File: config.mk
export PLATFORM = sky130hd
export DESIGN_NAME = ex_stage
export DESIGN_NICKNAME = d
export VERILOG_FILES = /design/src/rtl/ex_stage.sv
export SDC_FILE = /design/constraint.sdc
export NUM_CORES = 1
export LEC_CHECK = 0
export ABC_AREA = 0
export CORE_MARGIN = 1.5
export CORE_UTILIZATION = 30
export CTS_CLUSTER_DIAMETER = 60
export DETAILED_ROUTE_END_ITERATION = 6
export PLACE_DENSITY = 0.52
export SKIP_CTS_REPAIR_TIMING = 1
export SYNTH_ARGS = -nofsm -noshare
export SYNTH_HDL_FRONTEND = slang
export SYNTH_SLANG_ARGS = --single-unit
File: constraint.sdc
create_clock -name clk_i -period 9.85 [get_ports clk_i]
set_input_delay 0.985 -clock clk_i [delete_from_list [all_inputs] [get_ports clk_i]]
set_output_delay 0.985 -clock clk_i [all_outputs]
set_load 0.03 [all_outputs]
File: src/rtl/ex_stage.sv
// Execute stage: operand forwarding, ALU, iterative shift-add multiply and the EX/MEM register.
// Multiply FSM: IDLE = single-cycle ops, MUL = one shift-add step per cycle, DONE = product handed to EX/MEM.
module ex_stage #(
  parameter int ADDR_W = 6,
  parameter int DATA_W = 32
) (
  input  logic              clk_i,
  input  logic              rst_i,
  input  logic [1:0]        WB_i,
  input  logic [1:0]        MEM_i,
  input  logic              ALU_Src_i,
  input  logic [1:0]        ALU_OP_i,
  input  logic              Reg_Dst_i,
  input  logic [DATA_W-1:0] Reg_data1_i,
  input  logic [DATA_W-1:0] Reg_data2_i,
  input  logic [DATA_W-1:0] immd_i,
  input  logic [ADDR_W-1:0] RsAddr_FW_i,
  input  logic [ADDR_W-1:0] RtAddr_FW_i,
  input  logic [ADDR_W-1:0] RtAddr_WB_i,
  input  logic [ADDR_W-1:0] RdAddr_WB_i,
  input  logic              MEMWB_RegWrite_i,
  input  logic [ADDR_W-1:0] MEMWB_Rd_i,
  input  logic [DATA_W-1:0] MEMWB_data_i,
  output logic              stall_o,
  output logic [1:0]        WB_o,
  output logic [1:0]        MEM_o,
  output logic [DATA_W-1:0] ALU_result_o,
  output logic [DATA_W-1:0] Wr_data_o,
  output logic [ADDR_W-1:0] RdAddr_o
);

  localparam int CNT_W = $clog2(DATA_W);

  typedef enum logic [1:0] {S_IDLE, S_MUL, S_DONE} state_t;
  typedef enum logic [2:0] {OP_ADD, OP_SUB, OP_AND, OP_OR, OP_SLT, OP_MUL, OP_ZERO} alu_sel_t;

  state_t state_q, state_d;
  alu_sel_t alu_sel;

  logic [DATA_W-1:0] mul_a_q, mul_a_d, mul_b_q, mul_b_d, acc_q, acc_d;
  logic [CNT_W-1:0]  cnt_q, cnt_d;
  logic [1:0]        lat_wb_q, lat_wb_d, lat_mem_q, lat_mem_d;
  logic [ADDR_W-1:0] lat_rd_q, lat_rd_d;
  logic [DATA_W-1:0] lat_st_q, lat_st_d;

  logic [1:0]        wb_q, wb_d, mem_q, mem_d;
  logic [DATA_W-1:0] res_q, res_d, wr_q, wr_d;
  logic [ADDR_W-1:0] rd_q, rd_d;

  logic [DATA_W-1:0] fwd_a, fwd_b, op_b, alu_res;
  logic [ADDR_W-1:0] dst;
  logic              stall;

  assign WB_o         = wb_q;
  assign MEM_o        = mem_q;
  assign ALU_result_o = res_q;
  assign Wr_data_o    = wr_q;
  assign RdAddr_o     = rd_q;
  assign stall_o      = stall;

  // EX/MEM hit beats MEM/WB hit; r0 never forwards
  always_comb begin
    fwd_a = Reg_data1_i;
    if (wb_q[1] && rd_q != '0 && rd_q == RsAddr_FW_i)
      fwd_a = res_q;
    else if (MEMWB_RegWrite_i && MEMWB_Rd_i != '0 && MEMWB_Rd_i == RsAddr_FW_i)
      fwd_a = MEMWB_data_i;

    fwd_b = Reg_data2_i;
    if (wb_q[1] && rd_q != '0 && rd_q == RtAddr_FW_i)
      fwd_b = res_q;
    else if (MEMWB_RegWrite_i && MEMWB_Rd_i != '0 && MEMWB_Rd_i == RtAddr_FW_i)
      fwd_b = MEMWB_data_i;
  end

  assign op_b = ALU_Src_i ? immd_i : fwd_b;
  assign dst  = Reg_Dst_i ? RdAddr_WB_i : RtAddr_WB_i;

  always_comb begin
    alu_sel = OP_ZERO;
    case (ALU_OP_i)
      2'b00: alu_sel = OP_ADD;
      2'b01: alu_sel = OP_SUB;
      2'b11: alu_sel = OP_OR;
      default: begin
        case (immd_i[5:0])
          6'b100000: alu_sel = OP_ADD;
          6'b100010: alu_sel = OP_SUB;
          6'b100100: alu_sel = OP_AND;
          6'b100101: alu_sel = OP_OR;
          6'b101010: alu_sel = OP_SLT;
          6'b011000: alu_sel = OP_MUL;
          default:   alu_sel = OP_ZERO;
        endcase
      end
    endcase
  end

  always_comb begin
    alu_res = '0;
    case (alu_sel)
      OP_ADD:  alu_res = fwd_a + op_b;
      OP_SUB:  alu_res = fwd_a - op_b;
      OP_AND:  alu_res = fwd_a & op_b;
      OP_OR:   alu_res = fwd_a | op_b;
      OP_SLT:  alu_res = {{(DATA_W-1){1'b0}}, ($signed(fwd_a) < $signed(op_b))};
      default: alu_res = '0;
    endcase
  end

  // Low DATA_W bits of an unsigned shift-add equal the signed product's low bits.
  always_comb begin
    state_d   = state_q;
    mul_a_d   = mul_a_q;
    mul_b_d   = mul_b_q;
    acc_d     = acc_q;
    cnt_d     = cnt_q;
    lat_wb_d  = lat_wb_q;
    lat_mem_d = lat_mem_q;
    lat_rd_d  = lat_rd_q;
    lat_st_d  = lat_st_q;
    stall     = 1'b0;
    case (state_q)
      S_IDLE: begin
        if (alu_sel == OP_MUL) begin
          stall     = 1'b1;
          mul_a_d   = fwd_a;
          mul_b_d   = op_b;
          acc_d     = '0;
          cnt_d     = '0;
          lat_wb_d  = WB_i;
          lat_mem_d = MEM_i;
          lat_rd_d  = dst;
          lat_st_d  = fwd_b;
          state_d   = S_MUL;
        end
      end
      S_MUL: begin
        stall   = 1'b1;
        acc_d   = mul_b_q[0] ? acc_q + mul_a_q : acc_q;
        mul_a_d = mul_a_q << 1;
        mul_b_d = mul_b_q >> 1;
        cnt_d   = cnt_q + 1'b1;
        if (cnt_q == CNT_W'(DATA_W - 1))
          state_d = S_DONE;
      end
      default: state_d = S_IDLE;
    endcase
  end

  always_comb begin
    wb_d  = WB_i;
    mem_d = MEM_i;
    res_d = alu_res;
    wr_d  = fwd_b;
    rd_d  = dst;
    if (stall) begin
      wb_d  = '0;
      mem_d = '0;
      res_d = '0;
      wr_d  = '0;
      rd_d  = '0;
    end else if (state_q == S_DONE) begin
      wb_d  = lat_wb_q;
      mem_d = lat_mem_q;
      res_d = acc_q;
      wr_d  = lat_st_q;
      rd_d  = lat_rd_q;
    end
  end

  always_ff @(posedge clk_i) begin
    if (rst_i) begin
      state_q   <= S_IDLE;
      mul_a_q   <= '0;
      mul_b_q   <= '0;
      acc_q     <= '0;
      cnt_q     <= '0;
      lat_wb_q  <= '0;
      lat_mem_q <= '0;
      lat_rd_q  <= '0;
      lat_st_q  <= '0;
      wb_q      <= '0;
      mem_q     <= '0;
      res_q     <= '0;
      wr_q      <= '0;
      rd_q      <= '0;
    end else begin
      state_q   <= state_d;
      mul_a_q   <= mul_a_d;
      mul_b_q   <= mul_b_d;
      acc_q     <= acc_d;
      cnt_q     <= cnt_d;
      lat_wb_q  <= lat_wb_d;
      lat_mem_q <= lat_mem_d;
      lat_rd_q  <= lat_rd_d;
      lat_st_q  <= lat_st_d;
      wb_q      <= wb_d;
      mem_q     <= mem_d;
      res_q     <= res_d;
      wr_q      <= wr_d;
      rd_q      <= rd_d;
    end
  end

endmodule

==> results.md, run 1 <==
* Post-route cell area at 20200 µm²
* Tmin final at a little over 7 ns
* Placed Area at between 15000 and 20000 µm²
* CP Max Fanout at 32
* Vias in the first global route at about 16000
* Sequential cell area fraction in the yosys report at between 20% and 30%
* First-iteration detailed-routing DRC count at roughly 1800
* Prevailing post-synth register cell: dfxtp_1
* Async set-or-reset flop fraction in the synthesized netlist at 0%
* Clock transition at the registers of the reported paths at 0.06 ns
* R2r setup slk at approximately 3.4 ns
* Crit path DAT at between 7 and 8 ns
* Max Cap Viol at 0
* Skew-Pair Late Insertion Delay at 0.59 ns
* IO Pins at 244
* Post-synthesis simple-gate area fraction at 18.2%
* Core area at approximately 53000 µm²
* HPWL Detailed at about 52000 µm
* First-pass GRT wire length at about 100000 µm
* CTS sink count at 219
* Post-synth top area share at about 27%
* Total die area at 54900 µm²
* Post-route ant nets at 0
* Width of the die at approximately 230 µm
* Post-Synth Adder-Cell Area at between 10% and 20%
* Largest family of logic cells by synthesized area: compound AO/OA/AOI/OAI gates
* DR WL/cell at 23.9 µm
* Yosys reg bits at between 200 and 250
* CTS max path bufs at 3
* Tot Pwr at 2930 µW
* Starting density of the core at between 30% and 40%
* CTS tree: yes
* XOR/XNOR Fraction of Synth Area at 2.62%
* Dominant cell type by area after synthesis: dfxtp_1
* Cell count after synthesis at approximately 2100
* Max H-tree Level at 1
* Violated checks: design-rule violations
* Final wirelength at roughly 70000 µm
* Worst setup margin at roughly 2.6 ns
* Max-slew violations at 0
* Vias at between 15000 and 20000
* CP startpoint kind: input port
* Synth Area in Compound Gates at about 28%
* RD Place Congestion at approximately 0.93
* Largest net degree at the start of global routing at between 70 and 80
* Proportion of layout cells with a drive suffix above 1 at under 10%
* Total CTS buffers at 31
* PortBufs at 243
* Syn_nets at ~2400
* Slew margin rel. at between 15 and 20%
* Unrepaired setup endpoints after global routing: no
* Die height at 234 µm
* Initial antenna violation count at 3
* Row count at 84
* Hold WC Path Type: flip-flop to flip-flop
* Syn Std Cell Area at 16100 µm²
* Pleak at 0.00800 µW
* Fmax at 0.138 GHz
* Net total in the final layout at approximately 2600
* DRC viols at 28
* Post-synthesis cell type count at 76
* Status: finished with violations
* Root Driver: clkbuf_16
* Area grow syn2layout at 26.0%
* Worst slew pin tran at ~1.2 ns
* Worst setup EP type: flip-flop
* Gr usage total at ~25%
* Worst setup path class: input port to flip-flop
* Hold Fails Final Rpt at 0
* Vias per Instance at 5.71
* Global route overflow at 0
* Clock skew at 0.0169 ns
* Accumulated negative setup slack at 0 ns
* Worst path required time at around 10 ns
* Pwr dens at between 100 and 150 nW/µm²
* N_diodes at 0
* Warnings from Yosys at 0
* Largest cells by area after synthesis: dfxtp_1, ha_1, nand2_1
* VDD IR max at approximately 0.13 mV
* Period utilisation layout at between 70% and 80%
* Worst slack at placement at 2.10 ns
* Mux contribution to synthesized area at 6.71%
* DR pass1 iterations at 7
* Post-synth EDFFs at 0
* Endpoints failing setup at 0
* Syn avg cell area at about 7.6 µm²
* Final core utilization at between 30% and 40%
## layer usage
metal	GRT usage [%]	share of wire, %
met5	0	0
met4	7.09	2.7
met3	3.99	8.8
met2	41.0	45
met1	34.3	44
## power breakdown
part / internal, µW / switching (µW)
sequential: 925 / 38.3
clock: 734 / 460
combinational: 294 / 479
## cell families (layout without fill, tap and decap cells)
kind of cell,Yosys count,after routing
simple gates,677,677
compound gates,667,667
buf+inv,249,437
xor+xnor,48,48
mux,107,107
flops,219,219
fa+ha+maj,147,147
## cell usage in the layout (no fill, tap or decap), drive strengths merged, types with 13 or more instances in the layout
master         instances
a31oi                 15
ha                   144
nor4                  14
inv                  106
nand3                 25
buf                   38
nor2                 201
xor2                  22
a21o                  31
a211oi                42
a222oi                60
a21oi                196
xnor2                 26
o21ai                146
clkbuf                35
a22oi                 16
mux2i                101
o22ai                 17
nand4                 17
nand2b                15
nand2                305
a221oi                19
clkdlybuf4s50        241
dfxtp                219
o31ai                 14
nor3                  38
o21bai                15
nor2b                 13
## final timing paths
check / to / start / depth (start not counted)
setup / recovery: ALU_result_o[0]$_SDFF_PP0_ / MEMWB_Rd_i[0] / 20
hold / removal: lat_st_q[22]$_SDFFE_PP0P_ / lat_st_q[22]$_SDFFE_PP0P_ / 2
setup reg to reg: ALU_result_o[30]$_SDFF_PP0_ / RdAddr_o[0]$_SDFF_PP0_ / 18
hold reg to reg: lat_st_q[22]$_SDFFE_PP0P_ / lat_st_q[22]$_SDFFE_PP0P_ / 2
## critical path: stages
cell and delay, ns:
clkdlybuf4s50_1 0.48, or4_1 0.54, o31ai_1 0.43, nor4_2 0.11
buf_4 0.36, mux2i_1 0.37, o21ai_0 0.24, mux2_2 0.37
ha_1 0.25, fa_1 0.49, nor3_1 0.20, or3_1 0.19
a221o_1 0.32, a311oi_4 0.21, o311a_1 0.41, o41ai_1 0.82
a311o_1 0.38, a2111oi_2 0.09, a211oi_1 0.30, o31ai_2 0.11
## Yosys cell counts, types with 7 or more instances
cell      count
o21a_1        8
buf_1         9
nor3_1       38
xnor2_1      26
mux2i_1     101
o21ai_0     144
a221o_1       8
nand2_1     305
a221oi_1     19
a211oi_1     42
xor2_1       22
and3_1        7
or3_1         8
nor2b_1      13
a22o_1        8
o211ai_1      8
nor4_1       14
clkbuf_1    134
o31ai_1      12
nand4_1      17
a21o_1       31
inv_1       102
and2_1        7
o21bai_1     15
dfxtp_1     219
o22ai_1      17
ha_1        144
a21oi_1     196
nand2b_1     15
nor2_1      201
a222oi_1     60
a22oi_1      16
nand3_1      25
a31oi_1      15
## final cells by class
cell class                      count  area [µm²]
Clock buffer                       35         791
Clock inverter                     20         282
Fill cell                        5463       32500
Inverter                          103         387
Timing Repair Buffer              279        2700
Tap cell                          688         861
Multi-Input combinational cell   1646       10800
Sequential cell                   219        4380
## registers in the layout, indices dropped and copies added (netlist names), 5 cells and up
signal	flops
ALU_result_o	32
Wr_data_o	32
acc_q	32
lat_st_q	32
mul_a_q	32
mul_b_q	32
RdAddr_o	6
lat_rd_q	6
cnt_q	5
## stage by stage
step | std cells | hold WS (ns)
after floorplan | 2114 | 0.432
after global placement | 2935 | 0.437
after detailed placement | 2935 | 0.446
after CTS | 2990 | 0.454
after global routing | 2990 | 0.468
final | 2990 | 0.454
Note: power is estimated with default switching activity, not from simulation.
==> run 2: changes to the inputs <==
- PLACE_DENSITY: 0.52 -> 0.54
- clock period: 9.85 -> 6 ns (I/O delays scaled with it)
==> results.md, run 2 (synthesis results as in run 1) <==
* Accumulated negative setup slack at 0 ns
* Global route overflow at 0
* VDD IR max at about 0.23 mV
* Tmin final at 5.75 ns
* Width of the die at approximately 230 µm
* CP max-delay cell: or4_1
* Status: finished with violations
* Starting density of the core at between 30% and 40%
* IO Pins at between 200 and 250
* Buf/Inv on CP at 7
* Max Cap Viol at 0
* CP startpoint kind: input port
* Max H-tree Level at 1
* Skew-Pair Late Insertion Delay at around 0.60 ns
* Endpoints failing setup at 0
* Fmax at approximately 0.17 GHz
* Total die area at roughly 55000 µm²
* Period utilisation layout at 95.9%
* Crit path DAT at 6.18 ns
* Tot Pwr at just under 5000 µW
* Total CTS buffers at 31
* Net total in the final layout at roughly 2900
* First-iteration detailed-routing DRC count at between 1500 and 2000
* Met2 Use GR at a little over two fifths
* First-pass GRT wire length at between 100000 and 150000 µm
* Pwr dens at approximately 220 nW/µm²
* HPWL Detailed at between 50000 and 60000 µm
* DRC viols at 34
* Pleak at approximately 0.0093 µW
* Post-route ant nets at 0
* Worst setup EP type: flip-flop
* Max-slew violations at 0
* Core area at about 53000 µm²
* Area grow syn2layout at 38.7%
* PortBufs at 243
* N_diodes at 0
* CTS tree: yes
* Worst path required time at 6.42 ns
* Gr usage total at about 26%
* Commonest non-fill, non-tap cells in the layout: buf_4, nand2_1, clkdlybuf4s50_1, dfxtp_1, nor2_1
* Worst slew pin tran at around 0.99 ns
* Met3 Track Usage GR at about 4.4%
* CP dominant cell by count: buf_4
* Worst hold-check slack at 0.450 ns
* Clock transition at the registers of the reported paths at ~0.06 ns
* Row count at 84
* Vias per Instance at 5.50
* Violated checks: design-rule violations
* Initial antenna violation count at 1
* Clock skew at 0.0240 ns
* DR pass1 iterations at 7
* DR WL/cell at around 22 µm
* Commonest non-fill, non-tap cell in the layout: buf_4
* Vias at 18000
* Slowest stage delay, CP at roughly 0.54 ns
* Slew margin rel. at between 30% and 40%
* Proportion of layout cells with a drive suffix above 1 at roughly 16%
* GR Layer Usage met1 at between 30 and 40%
* CTS sink count at about 220
* Grt peak-use layer: met2
* CTS max path bufs at 3
* Vias in the first global route at 17300
* Final wirelength at roughly 72000 µm
* Fillers at between 5000 and 6000
* Hold Fails Final Rpt at 0
* Root Driver: clkbuf_16
* Register area at 4380 µm²
* CP Max Fanout at 18
* Die height at 234 µm
* Worst setup path class: input port to flip-flop
* Top delay family on crit path: compound AO/OA/AOI/OAI gates
* Unrepaired setup endpoints after global routing: no
* RD Place Congestion at 0.963
* Largest net degree at the start of global routing at 77
* Hold WC Path Type: flip-flop to flip-flop
* Multi-input logic area at ~11000 µm²
* Critical-path cell list: clkdlybuf4s50_1, or4_1, o31ai_2, nor4_2, buf_4, buf_4, mux2i_2, o21ai_0, mux2i_1, inv_1, ha_1, inv_2, buf_4, a21oi_1, nand2_1, a41oi_1, a2111oi_1, buf_4, o211a_1, o41ai_2, mux2_2, nor2_1, a211oi_1
## run 2: cell count changes in the layout (fill, tap and decap cells not counted), sizes merged
| cell | previous run | this run |
|---|---|---|
| buf | 38 | 319 |
| bufinv | 6 | 2 |
| clkbuf | 35 | 41 |
| clkinv | 7 | 3 |
| clkinvlp | 4 | 3 |
| inv | 106 | 105 |
## run 2: final timing paths
| kind | cells after the start | start | slack, ns | end |
|---|---|---|---|---|
| hold reg to reg | 2 | lat_st_q[22]$_SDFFE_PP0P_ | 0.45 | Wr_data_o[22]$_SDFF_PP0_ |
| setup / recovery | 23 | MEMWB_Rd_i[0] | 0.25 | ALU_result_o[31]$_SDFF_PP0_ |
| hold / removal | 2 | lat_st_q[22]$_SDFFE_PP0P_ | 0.45 | Wr_data_o[22]$_SDFF_PP0_ |
| setup reg to reg | 22 | RdAddr_o[0]$_SDFF_PP0_ | 0.50 | ALU_result_o[31]$_SDFF_PP0_ |
## run 2: routing by layer
metal  up-vias  share of wire, %
met4         0               2.6
met5         -                 0
met2       775                46
met3       110               8.2
li1       8529                 -
met1      8543                44
## run 2: worst reg2reg max path, stage by stage (launching register included)
cell	delay, ns
dfxtp_1	0.36
or4_1	0.52
o31ai_1	0.37
nor4_2	0.10
buf_4	0.20
buf_4	0.26
nand2_1	0.13
o21ai_0	0.15
mux2i_1	0.22
inv_1	0.09
ha_1	0.36
inv_2	0.08
buf_4	0.14
a21oi_1	0.31
nand2_1	0.10
a41oi_1	0.39
a2111oi_1	0.17
buf_4	0.16
o211a_1	0.26
o41ai_2	0.38
mux2_2	0.38
nor2_1	0.11
a211oi_1	0.08
## run 2: metrics by stage
stage	instances	instance area (µm²)	setup slack (ns)	utilization (%)
2_1_floorplan	2114	16100	0.545	-
3_3_place_gp	3216	21300	-0.421	40.3
3_5_place_dp	3216	21300	-0.643	40.3
4_1_cts	3267	22300	-0.0920	42.2
5_1_grt	3267	22300	0.00889	42.2
6_report	3267	22300	0.247	42.2
## run 2: power by group
group	internal, µW	switching (µW)
logic	683	844
clock network	1100	733
registers	1520	60.4
total	3300	1640
## run 2: layout make-up
type | instances | area share, %
clock buffers | 41 | 3.92
clock inverters | 10 | 0.601
inverters | 103 | 1.73
multi-input cells | 1646 | 48.7
flip-flops and latches | 219 | 19.7
well taps | 688 | 3.86
repair buffers | 560 | 21.6
==> run 3: changes to the inputs <==
- ABC_AREA: 0 -> default
- CORE_UTILIZATION: 30 -> 50
- PLACE_DENSITY: 0.54 -> 0.81
==> results.md, run 3 (synthesis results as in run 1) <==
* Total CTS buffers at 28
* CP startpoint kind: input port
* Routed met1 length at about 26000 µm
* Hold WC Path Type: flip-flop to flip-flop
* Max-slew violations at 0
* Tmin final at between 5 and 6 ns
* Worst setup path class: input port to flip-flop
* Worst path required time at 6.46 ns
* Max H-tree Level at 1
* Global route overflow at 0
* N_diodes at 0
* CP Max Fanout at 4
* Endpoints failing setup at 0
* Top Layer Used: met4
* Violated checks: design-rule violations
* HPWL Detailed at roughly 49000 µm
* Initial antenna violation count at 0
* VDD IR max at about 0.25 mV
* Net total in the final layout at approximately 2800
* Clock transition at the registers of the reported paths at approximately 0.06 ns
* RD Place Congestion at around 0.97
* Pleak at 0.00874 µW
* Max Cap Viol at 0
* First-pass GRT wire length at 99300 µm
* DR WL/cell at around 23 µm
* Worst slew pin tran at about 1.1 ns
* PortBufs at approximately 240
* Width of the die at 182 µm
* Proportion of layout cells with a drive suffix above 1 at a little under an eighth
* Fmax at ~0.18 GHz
* IO Pins at approximately 240
* Crit path DAT at between 6 and 7 ns
* Gr usage total at between 30 and 40%
* Unrepaired setup endpoints after global routing: no
* Final wirelength at 66000 µm
* Starting density of the core at 50.9%
* Commonest non-fill, non-tap cells in the layout: nand2_1, clkdlybuf4s50_1, dfxtp_1, nor2_1
* Vias in the first global route at about 17000
* Worst Hold End: Wr_data_o[23]$_SDFF_PP0_
* R2r setup slk at 0.42 ns
* CTS max path bufs at 3
* Slew margin rel. at about a quarter
* Period utilisation layout at a little over nine tenths
* Die height at 182 µm
* Post-route ant nets at 0
* Root Driver: clkbuf_16
* DR pass1 iterations at 7
* Area grow syn2layout at 30.9%
* Final core utilization at between 60 and 70%
* Clock skew at between 0.02 and 0.025 ns
* Pwr dens at ~230 nW/µm²
* Total die area at between 30000 and 40000 µm²
* CTS sink count at 219
* Vias at ~18000
* Routed wl met3 at approximately 6500 µm
* Skew-Pair Late Insertion Delay at about 0.56 ns
* Status: finished with violations
* Placed instance count at around 2800
* FF-to-FF Start: RdAddr_o[0]$_SDFF_PP0_
* Commonest non-fill, non-tap cell in the layout: nand2_1
* Hold Startpoint: lat_st_q[23]$_SDFFE_PP0P_
* Hold path depth at 2
* Largest net degree at the start of global routing at between 70 and 80
* DRC viols at 2
* RR Endpoint: ALU_result_o[31]$_SDFF_PP0_
* First-iteration detailed-routing DRC count at 2107
* Hold Fails Final Rpt at 0
* Vias per Instance at roughly 6.3
* CTS tree: yes
* Row count at 65
* Core area at approximately 32000 µm²
* DR WL met2 at around 30000 µm
* Worst setup EP type: flip-flop
* Fillers at around 2700
* Reg2Reg Depth at 21
* Final non-filler cell total at 2859
## run 3: cell count changes in the layout (fill, tap and decap cells not counted), moves of 2 or more
cell,before,now
inv_6,1,4
clkinv_4,2,4
nor4_2,4,2
clkbuf_16,31,29
buf_12,0,3
clkinv_2,1,3
clkbuf_8,6,0
buf_4,318,195
nor4_4,0,2
bufinv_16,2,4
## run 3: worst max-delay path, cell delays in order
cell and delay [ns]:
clkdlybuf4s50_1 0.43, or4_1 0.55, o31ai_2 0.33, nor4_4 0.08, buf_4 0.18, buf_12 0.13, mux2i_1 0.16, o21ai_0 0.14
mux2_2 0.31, buf_4 0.14, ha_1 0.22, fa_1 0.48, a21oi_1 0.27, o22ai_1 0.20, nor3_1 0.33, o31ai_2 0.16
a21oi_1 0.33, o21bai_1 0.15, a2111oi_0 0.46, or4b_2 0.21, o21ai_0 0.07, a211oi_1 0.20
## run 3: how the worst max path moves through the flow
stage                           startpoint                     endpoint  slack (ns)  depth (start not counted)
finish                       MEMWB_Rd_i[0]  ALU_result_o[30]$_SDFF_PP0_        0.30                         22
global route                 MEMWB_Rd_i[0]  ALU_result_o[30]$_SDFF_PP0_        0.06                         22
floorplan           RdAddr_o[0]$_SDFF_PP0_   ALU_result_o[0]$_SDFF_PP0_        0.55                         18
global placement             MEMWB_Rd_i[2]  ALU_result_o[29]$_SDFF_PP0_       -0.73                         22
detailed placement           MEMWB_Rd_i[2]  ALU_result_o[23]$_SDFF_PP0_       -0.76                         22
CTS                          MEMWB_Rd_i[2]  ALU_result_o[23]$_SDFF_PP0_       -0.20                         22
## run 3: final cells by class
type | count | area, µm² | area share [%]
clock buffer | 32 | 737 | 3.51
clock inverter | 17 | 220 | 1.05
inverter | 103 | 387 | 1.84
multi-input combinational | 1646 | 10900 | 51.6
sequential | 219 | 4380 | 20.9
tap | 402 | 503 | 2.39
timing repair buffer | 440 | 3940 | 18.7
## run 3: power breakdown
| group | internal [µW] | switching, µW |
|---|---|---|
| sequential | 1520 | 56.6 |
| clock | 1060 | 707 |
| combinational | 592 | 807 |
| total | 3170 | 1570 |
## run 3: per-layer routing
| layer | global-route usage (%) | vias to the layer above |
|---|---|---|
| met5 | 0 | - |
| met4 | 20.1 | 0 |
| met3 | 6.55 | 189 |
| met2 | 64.7 | 1043 |
| met1 | 47.2 | 8441 |
| li1 | - | 8265 |
## run 3: through the flow
step	hold WS [ns]	setup TNS, ns	total power [µW]	setup slack, ns	area, µm²
after detailed placement	0.443	-9.51	2960	-0.758	20000
after global routing	0.470	0	4900	0.0633	21000
after CTS	0.454	-1.12	4710	-0.200	21000
after global placement	0.437	-7.84	2950	-0.729	20000
after floorplan	0.432	0	2320	0.545	16100
final	0.453	0	4740	0.297	21000
